<file path="src/rtl/stim_pkg.sv">
// Shared types for the stimulus waveform sequencer: modes, FSM states and latched channel config.
package stim_pkg;

  localparam int STIM_WIDTH = 16;
  localparam int STIM_CNT_W = 24;
  localparam int STIM_REP_W = 8;

  typedef enum logic {
    STEP = 1'b0,
    RAMP = 1'b1
  } mode_t;

  typedef enum logic [2:0] {
    IDLE,
    LOAD,
    HOLD_LO,
    RISE,
    HOLD_HI,
    FALL,
    FIN
  } state_t;

  typedef struct packed {
    mode_t                        mode;
    logic signed [STIM_WIDTH-1:0] lo;
    logic signed [STIM_WIDTH-1:0] hi;
    logic [STIM_WIDTH-1:0]        step;
    logic [STIM_CNT_W-1:0]        tick_div;
    logic [STIM_CNT_W-1:0]        dwell;
    logic [STIM_REP_W-1:0]        n_rep;
  } stim_cfg_t;

  // A zero tick divider behaves like a divider of one.
  function automatic logic [STIM_CNT_W-1:0] at_least_one(input logic [STIM_CNT_W-1:0] x);
    return (x == '0) ? STIM_CNT_W'(1) : x;
  endfunction

endpackage

</file>
<file path="src/rtl/stim_wave_ch.sv">
// One stimulus channel: IDLE -> LOAD -> HOLD_LO -> RISE -> HOLD_HI -> FALL -> (HOLD_LO | FIN) -> IDLE.
// Hold and tick timers are down-counters that finish when they reach one.
module stim_wave_ch
  import stim_pkg::*;
(
  input  logic                         clk_i,
  input  logic                         rst_i,
  input  logic                         start_i,
  input  logic                         abort_i,
  input  mode_t                        mode_i,
  input  logic signed [STIM_WIDTH-1:0] lo_i,
  input  logic signed [STIM_WIDTH-1:0] hi_i,
  input  logic [STIM_WIDTH-1:0]        step_i,
  input  logic [STIM_CNT_W-1:0]        tick_div_i,
  input  logic [STIM_CNT_W-1:0]        dwell_i,
  input  logic [STIM_REP_W-1:0]        n_rep_i,
  output logic signed [STIM_WIDTH-1:0] val_o,
  output logic                         busy_o,
  output logic                         done_o,
  output logic [STIM_REP_W-1:0]        rep_cnt_o
);

  localparam int W = STIM_WIDTH;

  state_t                 state_q;
  stim_cfg_t              cfg_q;
  logic signed [W-1:0]    val_q;
  logic                   busy_q;
  logic                   done_q;
  logic [STIM_REP_W-1:0]  rep_q;
  logic [STIM_CNT_W-1:0]  hold_q;
  logic [STIM_CNT_W-1:0]  tick_q;

  logic signed [W-1:0]    tgt;
  logic signed [W:0]      diff;
  logic [W:0]             mag;
  logic [W-1:0]           step_eff;
  logic [W-1:0]           val_mv;
  logic signed [W-1:0]    val_d;
  logic                   seg_end;
  logic                   tick_tc;
  logic [STIM_REP_W-1:0]  rep_d;

  // One extra bit keeps the distance exact for any lo/hi pair.
  always_comb begin
    tgt      = (state_q == FALL) ? cfg_q.lo : cfg_q.hi;
    diff     = $signed({tgt[W-1], tgt}) - $signed({val_q[W-1], val_q});
    mag      = diff[W] ? -diff : diff;
    step_eff = (cfg_q.step == '0) ? W'(1) : cfg_q.step;
    val_mv   = diff[W] ? ($unsigned(val_q) - step_eff) : ($unsigned(val_q) + step_eff);
    tick_tc  = (tick_q <= STIM_CNT_W'(1));
    rep_d    = rep_q + 1'b1;
    seg_end  = 1'b0;
    val_d    = val_q;
    if (cfg_q.mode == STEP || diff == '0) begin
      seg_end = 1'b1;
      val_d   = tgt;
    end else if (tick_tc) begin
      if (mag <= {1'b0, step_eff}) begin
        seg_end = 1'b1;
        val_d   = tgt;
      end else begin
        val_d = $signed(val_mv);
      end
    end
  end

  always_ff @(posedge clk_i or posedge rst_i) begin
    if (rst_i) begin
      state_q <= IDLE;
      cfg_q   <= '0;
      val_q   <= '0;
      busy_q  <= 1'b0;
      done_q  <= 1'b0;
      rep_q   <= '0;
      hold_q  <= '0;
      tick_q  <= '0;
    end else begin
      done_q <= 1'b0;
      if (abort_i) begin
        state_q <= IDLE;
        busy_q  <= 1'b0;
      end else begin
        case (state_q)
          IDLE: begin
            if (start_i) begin
              cfg_q.mode     <= mode_i;
              cfg_q.lo       <= lo_i;
              cfg_q.hi       <= hi_i;
              cfg_q.step     <= step_i;
              cfg_q.tick_div <= tick_div_i;
              cfg_q.dwell    <= dwell_i;
              cfg_q.n_rep    <= n_rep_i;
              state_q        <= LOAD;
            end
          end
          LOAD: begin
            busy_q  <= 1'b1;
            val_q   <= cfg_q.lo;
            rep_q   <= '0;
            hold_q  <= cfg_q.dwell;
            state_q <= HOLD_LO;
          end
          HOLD_LO, HOLD_HI: begin
            if (hold_q <= STIM_CNT_W'(1)) begin
              tick_q  <= at_least_one(cfg_q.tick_div);
              state_q <= (state_q == HOLD_LO) ? RISE : FALL;
            end else begin
              hold_q <= hold_q - 1'b1;
            end
          end
          RISE, FALL: begin
            val_q  <= val_d;
            tick_q <= tick_tc ? at_least_one(cfg_q.tick_div) : (tick_q - 1'b1);
            if (seg_end) begin
              hold_q <= cfg_q.dwell;
              if (state_q == RISE) begin
                state_q <= HOLD_HI;
              end else begin
                rep_q <= rep_d;
                if (cfg_q.n_rep != '0 && rep_d == cfg_q.n_rep) begin
                  done_q  <= 1'b1;
                  state_q <= FIN;
                end else begin
                  state_q <= HOLD_LO;
                end
              end
            end
          end
          FIN: begin
            busy_q  <= 1'b0;
            state_q <= IDLE;
          end
          default: state_q <= IDLE;
        endcase
      end
    end
  end

  assign val_o     = val_q;
  assign busy_o    = busy_q;
  assign done_o    = done_q;
  assign rep_cnt_o = rep_q;

endmodule

</file>
<file path="src/rtl/stim_wave_gen.sv">
// Multi-channel stimulus sequencer: unpacks the per-channel buses and runs one independent
// stim_wave_ch per channel. Field widths follow the stim_pkg sizes.
module stim_wave_gen
  import stim_pkg::*;
#(
  parameter int NUM_CH = 2,
  parameter int WIDTH  = STIM_WIDTH,
  parameter int CNT_W  = STIM_CNT_W,
  parameter int REP_W  = STIM_REP_W
) (
  input  logic                    clk_i,
  input  logic                    rst_i,
  input  logic [NUM_CH-1:0]       start_i,
  input  logic [NUM_CH-1:0]       abort_i,
  input  logic [NUM_CH-1:0]       mode_i,
  input  logic [NUM_CH*WIDTH-1:0] lo_lvl_i,
  input  logic [NUM_CH*WIDTH-1:0] hi_lvl_i,
  input  logic [NUM_CH*WIDTH-1:0] step_i,
  input  logic [NUM_CH*CNT_W-1:0] tick_div_i,
  input  logic [NUM_CH*CNT_W-1:0] dwell_i,
  input  logic [NUM_CH*REP_W-1:0] n_rep_i,
  output logic [NUM_CH*WIDTH-1:0] val_o,
  output logic [NUM_CH-1:0]       busy_o,
  output logic [NUM_CH-1:0]       done_o,
  output logic [NUM_CH*REP_W-1:0] rep_cnt_o
);

  for (genvar g = 0; g < NUM_CH; g++) begin : g_ch
    stim_wave_ch u_ch (
      .clk_i      (clk_i),
      .rst_i      (rst_i),
      .start_i    (start_i[g]),
      .abort_i    (abort_i[g]),
      .mode_i     (mode_t'(mode_i[g])),
      .lo_i       (lo_lvl_i[g*WIDTH +: WIDTH]),
      .hi_i       (hi_lvl_i[g*WIDTH +: WIDTH]),
      .step_i     (step_i[g*WIDTH +: WIDTH]),
      .tick_div_i (tick_div_i[g*CNT_W +: CNT_W]),
      .dwell_i    (dwell_i[g*CNT_W +: CNT_W]),
      .n_rep_i    (n_rep_i[g*REP_W +: REP_W]),
      .val_o      (val_o[g*WIDTH +: WIDTH]),
      .busy_o     (busy_o[g]),
      .done_o     (done_o[g]),
      .rep_cnt_o  (rep_cnt_o[g*REP_W +: REP_W])
    );
  end

endmodule
</file>
<file path="config.mk">
export PLATFORM = sky130hd
export DESIGN_NAME = stim_wave_gen
export DESIGN_NICKNAME = d
export VERILOG_FILES = /design/src/rtl/stim_pkg.sv /design/src/rtl/stim_wave_ch.sv /design/src/rtl/stim_wave_gen.sv
export SDC_FILE = /design/constraint.sdc
export NUM_CORES = 1
export LEC_CHECK = 0
export BUFFER_PORTS_ARGS = -buffer_cell sky130_fd_sc_hd__buf_2
export CORE_ASPECT_RATIO = 0.9
export CORE_UTILIZATION = 45
export DETAILED_ROUTE_END_ITERATION = 10
export SYNTH_ARGS = -nofsm -noshare
export SYNTH_HDL_FRONTEND = slang
export SYNTH_SLANG_ARGS = --single-unit
export TNS_END_PERCENT = 1
</file>
<file path="constraint.sdc">
create_clock -name clk_i -period 19.6 [get_ports clk_i]
set_input_delay 1.96 -clock clk_i [delete_from_list [all_inputs] [get_ports clk_i]]
set_output_delay 1.96 -clock clk_i [all_outputs]
set_load 0.03 [all_outputs]
</file>
==> results.cfg, run 1 <==
[status]
run_status = complete, no violations

[detailed_routing]
vias_per_std_cell = 5.79
drtIter0Drc = 1334
postRouteWirelength_um = 63500
drt_drc_violations_left = 0
antenna_left = 0
vias = 19733
post_drt_wl_per_cell_um = 18.6
drt_first_pass_iters = 6

[setup_path]
timing.critical_path.to_type = flop
worst_setup_sp_type = flop
worst-setup-path-type = flop to flop
timing.critical_path.depth = 28
timing.critical_path.slowest_cell_delay_ps = 530
critical_path.n_buffers_inverters = 5
timing.reg2reg.worst_path_depth = 28
critical_path.most_common_cell = buf_4
crit_fanout = 31
worst-endpoint-arrival_ps = 7840
timing.critical_path.max_delay_family = compound AO/OA/AOI/OAI gates
crit_required_ps = 20090
crit_slowest_cell = a31o_2

[sta]
fin_hold_ws_ps = 485
fmax_ghz = 0.136
post_route_setup_slack_ps = 12250
drv_slew = 0
finalSetupViolCount = 0
fin_worst_skew_ps = 14.4
max-slew-margin-rel_pct = 13.8
finalSetupTns_ps = 0
fin_crit_sh_pct = 37.5
hold_viol = 0
tightest_slew_ps = 1290
rsz0062_at_grt = no
final_period_minus_worst_setup_slack_ps = 7350

[global_routing]
met3_usage_pct = 4.52
first_global_vias = 19351
grt_pass1_wl_um = 103000
number_of_antenna_violations_at_the_first_check_in_global_routing = 12
grt_start_max_net_pins = 165
global_route.peak_usage_layer = met2
grt_overflow = 0
gr_util_met2_pct = 38.3
grt_usage_pct = 23.9
groute.layer.met1.usage_pct = 32.7

[place]
io_buffer_count = 267
pre_cts_ws_ps = 12280
gp_routability_congestion = 0.914
place_hpwl_um = 46500

[floorplan]
initial_core_util_pct = 45.9
die_width_um = 242
floorplan.die.height_um = 218
core_area_mm2 = 0.0507
boundaryPins = 268
placementRows = 78
overall_die_area_mm2 = 0.0527

[clock_network]
postCtsHoldBufs = 0
cts.root.buffer_cell = clkbuf_16
cts_inserted_buffers = 42
ctsLongestPathBuffers = 3
post_cts.repair.setup_buffers = 0
clkSlewWorstSetupHoldPaths_ps = 60
tritoncts = yes
htree_num_levels = 2
tritoncts_num_sinks = 364
clkLatencyLatePin_ps = 570
post_cts_resized = 0

[yosys]
ffs_w_async_s_r_synth_pct = 100
synthMostInstantiatedCell = dfrtp_1
synth_sequential_area_ratio_pct = 39.1
synth_top_area_share_pct = 39.1
synthFlopType = dfrtp_1
synth.avg_cell_area_um2 = 9.41
synthTopCellsByCount = 364 x dfrtp_1, 242 x mux2_2, 179 x nand2_1, 179 x nor2_1, 174 x o21ai_0
netlist.top_cell.by_area = dfrtp_1
synth.distinct_cells = 80
postSynthRegisterBits = 364
synth_edf_count = 0
synth_fp_nets = 2803
synth_area_mm2 = 0.0233
synthesis.yosys.warnings = 0
netlist_instances = 2475
synth_top_cells_by_area = dfrtp_1 39%, mux2_2 12%, ha_1 5.8%

[cells_and_area]
fill_cells = 4710
layout-drive-gt1-share_pct = 23.6
num-nets-final = 3020
area_delta_synth_final_pct = 14.6

[flow_run]
max_cap_violations = 0

[worst_hold_path]
worstHoldPathCells = 2
worst_hold_path_type = flop to flop
[sequential cells by signal, summed over array words and instances (netlist names)]
signal and cells:
g_ch.u_ch.rep_cnt_o 16, g_ch.u_ch.cfg_q 210, g_ch.u_ch.done_o 2, g_ch.u_ch.val_o 32
g_ch.u_ch.state_q 6, g_ch.u_ch.tick_q 48, g_ch.u_ch.hold_q 48, g_ch.u_ch.busy_o 2
[cell families (layout without fill, tap and decap cells)]
| group | Yosys count | count (layout) | share of synthesized area [%] |
|---|---|---|---|
| and+or+nand+nor | 711 | 711 | 14.8 |
| AOI/OAI and AO/OA | 635 | 635 | 17.7 |
| DFF | 364 | 364 | 39.1 |
| muxes | 283 | 283 | 13.6 |
| buffers and inverters | 245 | 495 | 4.08 |
| xor gates and xnor gates | 125 | 125 | 4.70 |
| adders and majority gates | 112 | 112 | 6.14 |
| other | 0 | 4 | 0 |
[placed cells by master, fill, tap and decap left out, drive strengths merged, types with 8 or more instances in the layout]
master and n:
a211oi 10, a21o 25, a21oi 159, a22oi 17
a2bb2oi 17, a31oi 39, a32o 14, a32oi 11
a41oi 9, and3 30, buf 295, clkbuf 63
clkinv 10, dfrtp 364, ha 108, inv 123
mux2 243, mux2i 40, nand2 179, nand2b 12
nand3 62, nand4 17, nor2 179, nor2b 14
nor3 83, nor4 50, o211ai 16, o21a 16
o21ai 186, o221ai 15, o22ai 11, o2bb2ai 8
o31ai 21, or2 16, or3 26, or4 14
xnor2 101, xor2 24
[layout make-up]
| class | instances | area, µm² | area share [%] |
|---|---|---|---|
| flip-flops and latches | 364 | 9110 | 34.1 |
| clock buffers | 63 | 1260 | 4.72 |
| diodes | 4 | 10.0 | 0.0375 |
| multi-input cells | 1866 | 13300 | 49.7 |
| well taps | 680 | 851 | 3.19 |
| repair buffers | 295 | 1560 | 5.84 |
| inverters | 123 | 469 | 1.76 |
| clock inverters | 14 | 174 | 0.651 |
[worst min-delay path: cells and delay by family (launching register included)]
kind            cells  cell delay, ps
simple gates        1              50
compound gates      1              60
flops               1             340
[path summary, 6_finish.rpt]
path	start	end	slack [ps]
max	g_ch[0].u_ch.state_q[1]	g_ch[0].u_ch.hold_q[1]	12250
min	g_ch[0].u_ch.tick_q[14]	g_ch[0].u_ch.tick_q[14]	490
max reg2reg	g_ch[0].u_ch.state_q[1]	g_ch[0].u_ch.hold_q[1]	12250
min reg2reg	g_ch[0].u_ch.tick_q[14]	g_ch[0].u_ch.tick_q[14]	490
max in group asynchronous	rst_i	g_ch[1].u_ch.cfg_q[62]	16070
min in group asynchronous	rst_i	g_ch[0].u_ch.cfg_q[20]	1480
[through the flow]
stage | utilization (%) | cells | area [µm²]
after global routing | 52.6 | 3408 | 26700
after detailed placement | 49.8 | 3328 | 25300
after global placement | 49.8 | 3328 | 25300
after CTS | 52.6 | 3405 | 26700
final | 52.6 | 3409 | 26700
after floorplan | - | 2475 | 23300
[routing by layer]
metal,wire [µm],share of wire [%]
met1,29000,46
met2,29200,46
met3,3610,5.7
met4,1580,2.5
met5,91,0.14
Power of run 1 is left out: the tool's default activity adds up to more than one toggle a clock period on the data nets, which glitch-free logic cannot reach.
==> run 2: changes to the inputs <==
--- a/config.mk
+++ b/config.mk
@@ -5,6 +5,7 @@
 export SDC_FILE = /design/constraint.sdc
 export NUM_CORES = 1
 export LEC_CHECK = 0
+export ABC_AREA = 1
 export BUFFER_PORTS_ARGS = -buffer_cell sky130_fd_sc_hd__buf_2
 export CORE_ASPECT_RATIO = 0.9
 export CORE_UTILIZATION = 45
==> constraint.sdc (replaced) <==
create_clock -name clk_i -period 7.23 [get_ports clk_i]
set_input_delay 0.723 -clock clk_i [delete_from_list [all_inputs] [get_ports clk_i]]
set_output_delay 0.723 -clock clk_i [all_outputs]
set_load 0.03 [all_outputs]
==> run 2 against run 1 <==
Against the previous run:
- global-route usage up 2.3 points
- design area rose by 5.2%
- area after synthesis up 6.1%
- core utilization fell by 0.91 points
- worst hold slack got worse by 150 ps
- clock skew up 4.1 ps
- synthesized cell count grew 35%
- critical path depth increased by 12
- die area increased by 6.0%
- fmax up 11%
==> results.cfg, run 2 <==
[sta]
finalSetupViolCount = 0
tightest_slew_ps = 1070
hold_viol = 0
max-slew-margin-rel_pct = 28.7
fin_worst_skew_ps = 18.6
rsz0062_at_grt = no
final_period_minus_worst_setup_slack_ps = 6630
drv_slew = 0
fmax_ghz = 0.151
fin_crit_sh_pct = 91.8
finalSetupTns_ps = 0

[global_routing]
grt_start_max_net_pins = 172
first_global_vias = 21762
grt_pass1_wl_um = 117000
number_of_antenna_violations_at_the_first_check_in_global_routing = 7
grt_overflow = 0
grt_usage_pct = 26.2

[yosys]
synthesis.yosys.warnings = 0
synth_top_area_share_pct = 36.9
synth_top_cells_by_area = dfrtp_1 37%, nand2_1 12%, inv_1 6.3%
synthMostInstantiatedCell = nand2_1
netlist.top_cell.by_area = dfrtp_1
synth_sequential_area_ratio_pct = 36.9
ffs_w_async_s_r_synth_pct = 100
synth.distinct_cells = 63
synth_area_mm2 = 0.0247
synth_edf_count = 0
synthTopCellsByCount = 781 x nand2_1, 418 x inv_1, 373 x nor2_1
netlist_instances = 3330
synth_fp_nets = 3658
synthFlopType = dfrtp_1
synth.avg_cell_area_um2 = 7.42
postSynthRegisterBits = 364

[detailed_routing]
postRouteWirelength_um = 73500
post_drt_wl_per_cell_um = 17.1
drt_drc_violations_left = 0
drtIter0Drc = 1568
antenna_left = 0
vias_per_std_cell = 5.35
vias = 22943
drt_first_pass_iters = 7

[setup_path]
crit_required_ps = 7700
critical_path.most_common_cell = nand2_1
worst_setup_sp_type = flop
worst-endpoint-arrival_ps = 7110
worst-setup-path-type = flop to flop
crit_fanout = 31
timing.critical_path.slowest_cell_delay_ps = 470
timing.critical_path.to_type = flop
crit_slowest_cell = dfrtp_1

[clock_network]
cts_inserted_buffers = 44
post_cts.repair.setup_buffers = 0
cts.root.buffer_cell = clkbuf_16
htree_num_levels = 2
ctsLongestPathBuffers = 3
tritoncts_num_sinks = 364
postCtsHoldBufs = 0
clkSlewWorstSetupHoldPaths_ps = 60
tritoncts = yes
clkLatencyLatePin_ps = 590

[cells_and_area]
num-nets-final = 3879
final-seq-area_mm2 = 0.00911
layout-drive-gt1-share_pct = 15.5
top_regs = g_ch.u_ch.cfg_q x210, g_ch.u_ch.hold_q x48, g_ch.u_ch.tick_q x48
largest_register_ffs = 210
area_of_the_multi_input_gates_mm2 = 0.0134
mostFrequentLayoutCells = 781 x nand2_1, 416 x inv_1, 371 x nor2_1, 364 x dfrtp_1, 267 x buf_2
area_delta_synth_final_pct = 13.7
registers.top_by_ff_count = g_ch.u_ch.cfg_q
most_common_cell_after_layout_fill_and_taps_aside = nand2_1
fill_cells = 5407

[status]
run_status = complete, no violations

[floorplan]
die_width_um = 249
overall_die_area_mm2 = 0.0559
boundaryPins = 268
core_area_mm2 = 0.0543
floorplan.die.height_um = 224
initial_core_util_pct = 45.5
placementRows = 81

[worst_hold_path]
worst_hold_path_type = primary input to asynchronous set/reset pin

[place]
io_buffer_count = 267
gp_routability_congestion = 0.945
place_hpwl_um = 55000

[flow_run]
max_cap_violations = 0
run 2: cells by family after synthesis:
| group | Yosys count | share of synthesized area [%] |
|---|---|---|
| multiplexers | 126 | 5.70 |
| adder cells (fa/ha/maj) | 112 | 5.79 |
| buffers and inverters | 545 | 8.82 |
| AO/OA/AOI/OAI | 507 | 11.2 |
| XOR/XNOR | 130 | 4.67 |
| AND/OR/NAND/NOR | 1546 | 27.0 |
| flip-flops | 364 | 36.9 |
run 2: what timing repair did:
action,in CTS,in global routing
setup endpoints to repair,0,32
resized for setup,0,3
endpoints found under the hold margin,0,0
run 2: area by class of cell:
type                       count  share of cell area (%)
tap                          705                    3.14
clock buffer                  59                    4.52
sequential                   364                    32.4
antenna                        1                 0.00891
clock inverter                20                   0.851
inverter                     431                    5.79
timing repair buffer         289                    5.43
multi-input combinational   2421                    47.8
run 2: worst paths after layout:
kind | start | end | slack (ps) | depth (start not counted)
max | g_ch[1].u_ch.state_q[1] | g_ch[1].u_ch.val_o[6] | 600 | 40
min | rst_i | g_ch[0].u_ch.cfg_q[12] | 340 | 2
max reg2reg | g_ch[1].u_ch.state_q[1] | g_ch[1].u_ch.val_o[6] | 600 | 40
min reg2reg | g_ch[1].u_ch.tick_q[22] | g_ch[1].u_ch.tick_q[22] | 490 | 2
max in group asynchronous | rst_i | g_ch[0].u_ch.cfg_q[64] | 5420 | 3
min in group clk_i | hi_lvl_i[22] | g_ch[1].u_ch.cfg_q[78] | 360 | 2
run 2: through the flow:
step | utilization [%] | instance area, µm² | worst slack, ps | cells | hold WS [ps]
global placement | 48.9 | 26600 | 345 | 4210 | 477
CTS | 51.7 | 28100 | 347 | 4289 | 327
floorplan | - | 24700 | 1620 | 3330 | 457
finish | 51.7 | 28100 | 596 | 4290 | 336
global route | 51.7 | 28100 | 65.3 | 4289 | 344
detailed placement | 48.9 | 26600 | 397 | 4210 | 477
run 2: layer usage:
metal  part of all wire (%)  up-vias  track usage, %  routed length [µm]
met4                    2.4       12            7.31                1790
met3                    6.1      125            4.55                4460
met2                     44      603            41.6               32700
met1                     47    10896            36.7               34500
li1                       -    11307               -                   -
met5                  0.092        -               0                  68
run 2: worst max-delay path: cells and delay by family (launching register included):
family | cells | cell delay (ps)
fa+ha+maj | 3 | 960
buf+inv | 6 | 1250
xor+xnor | 1 | 160
flops | 1 | 470
compound gates | 1 | 400
simple gates | 29 | 3250
Power of run 2 is left out for the same reason.
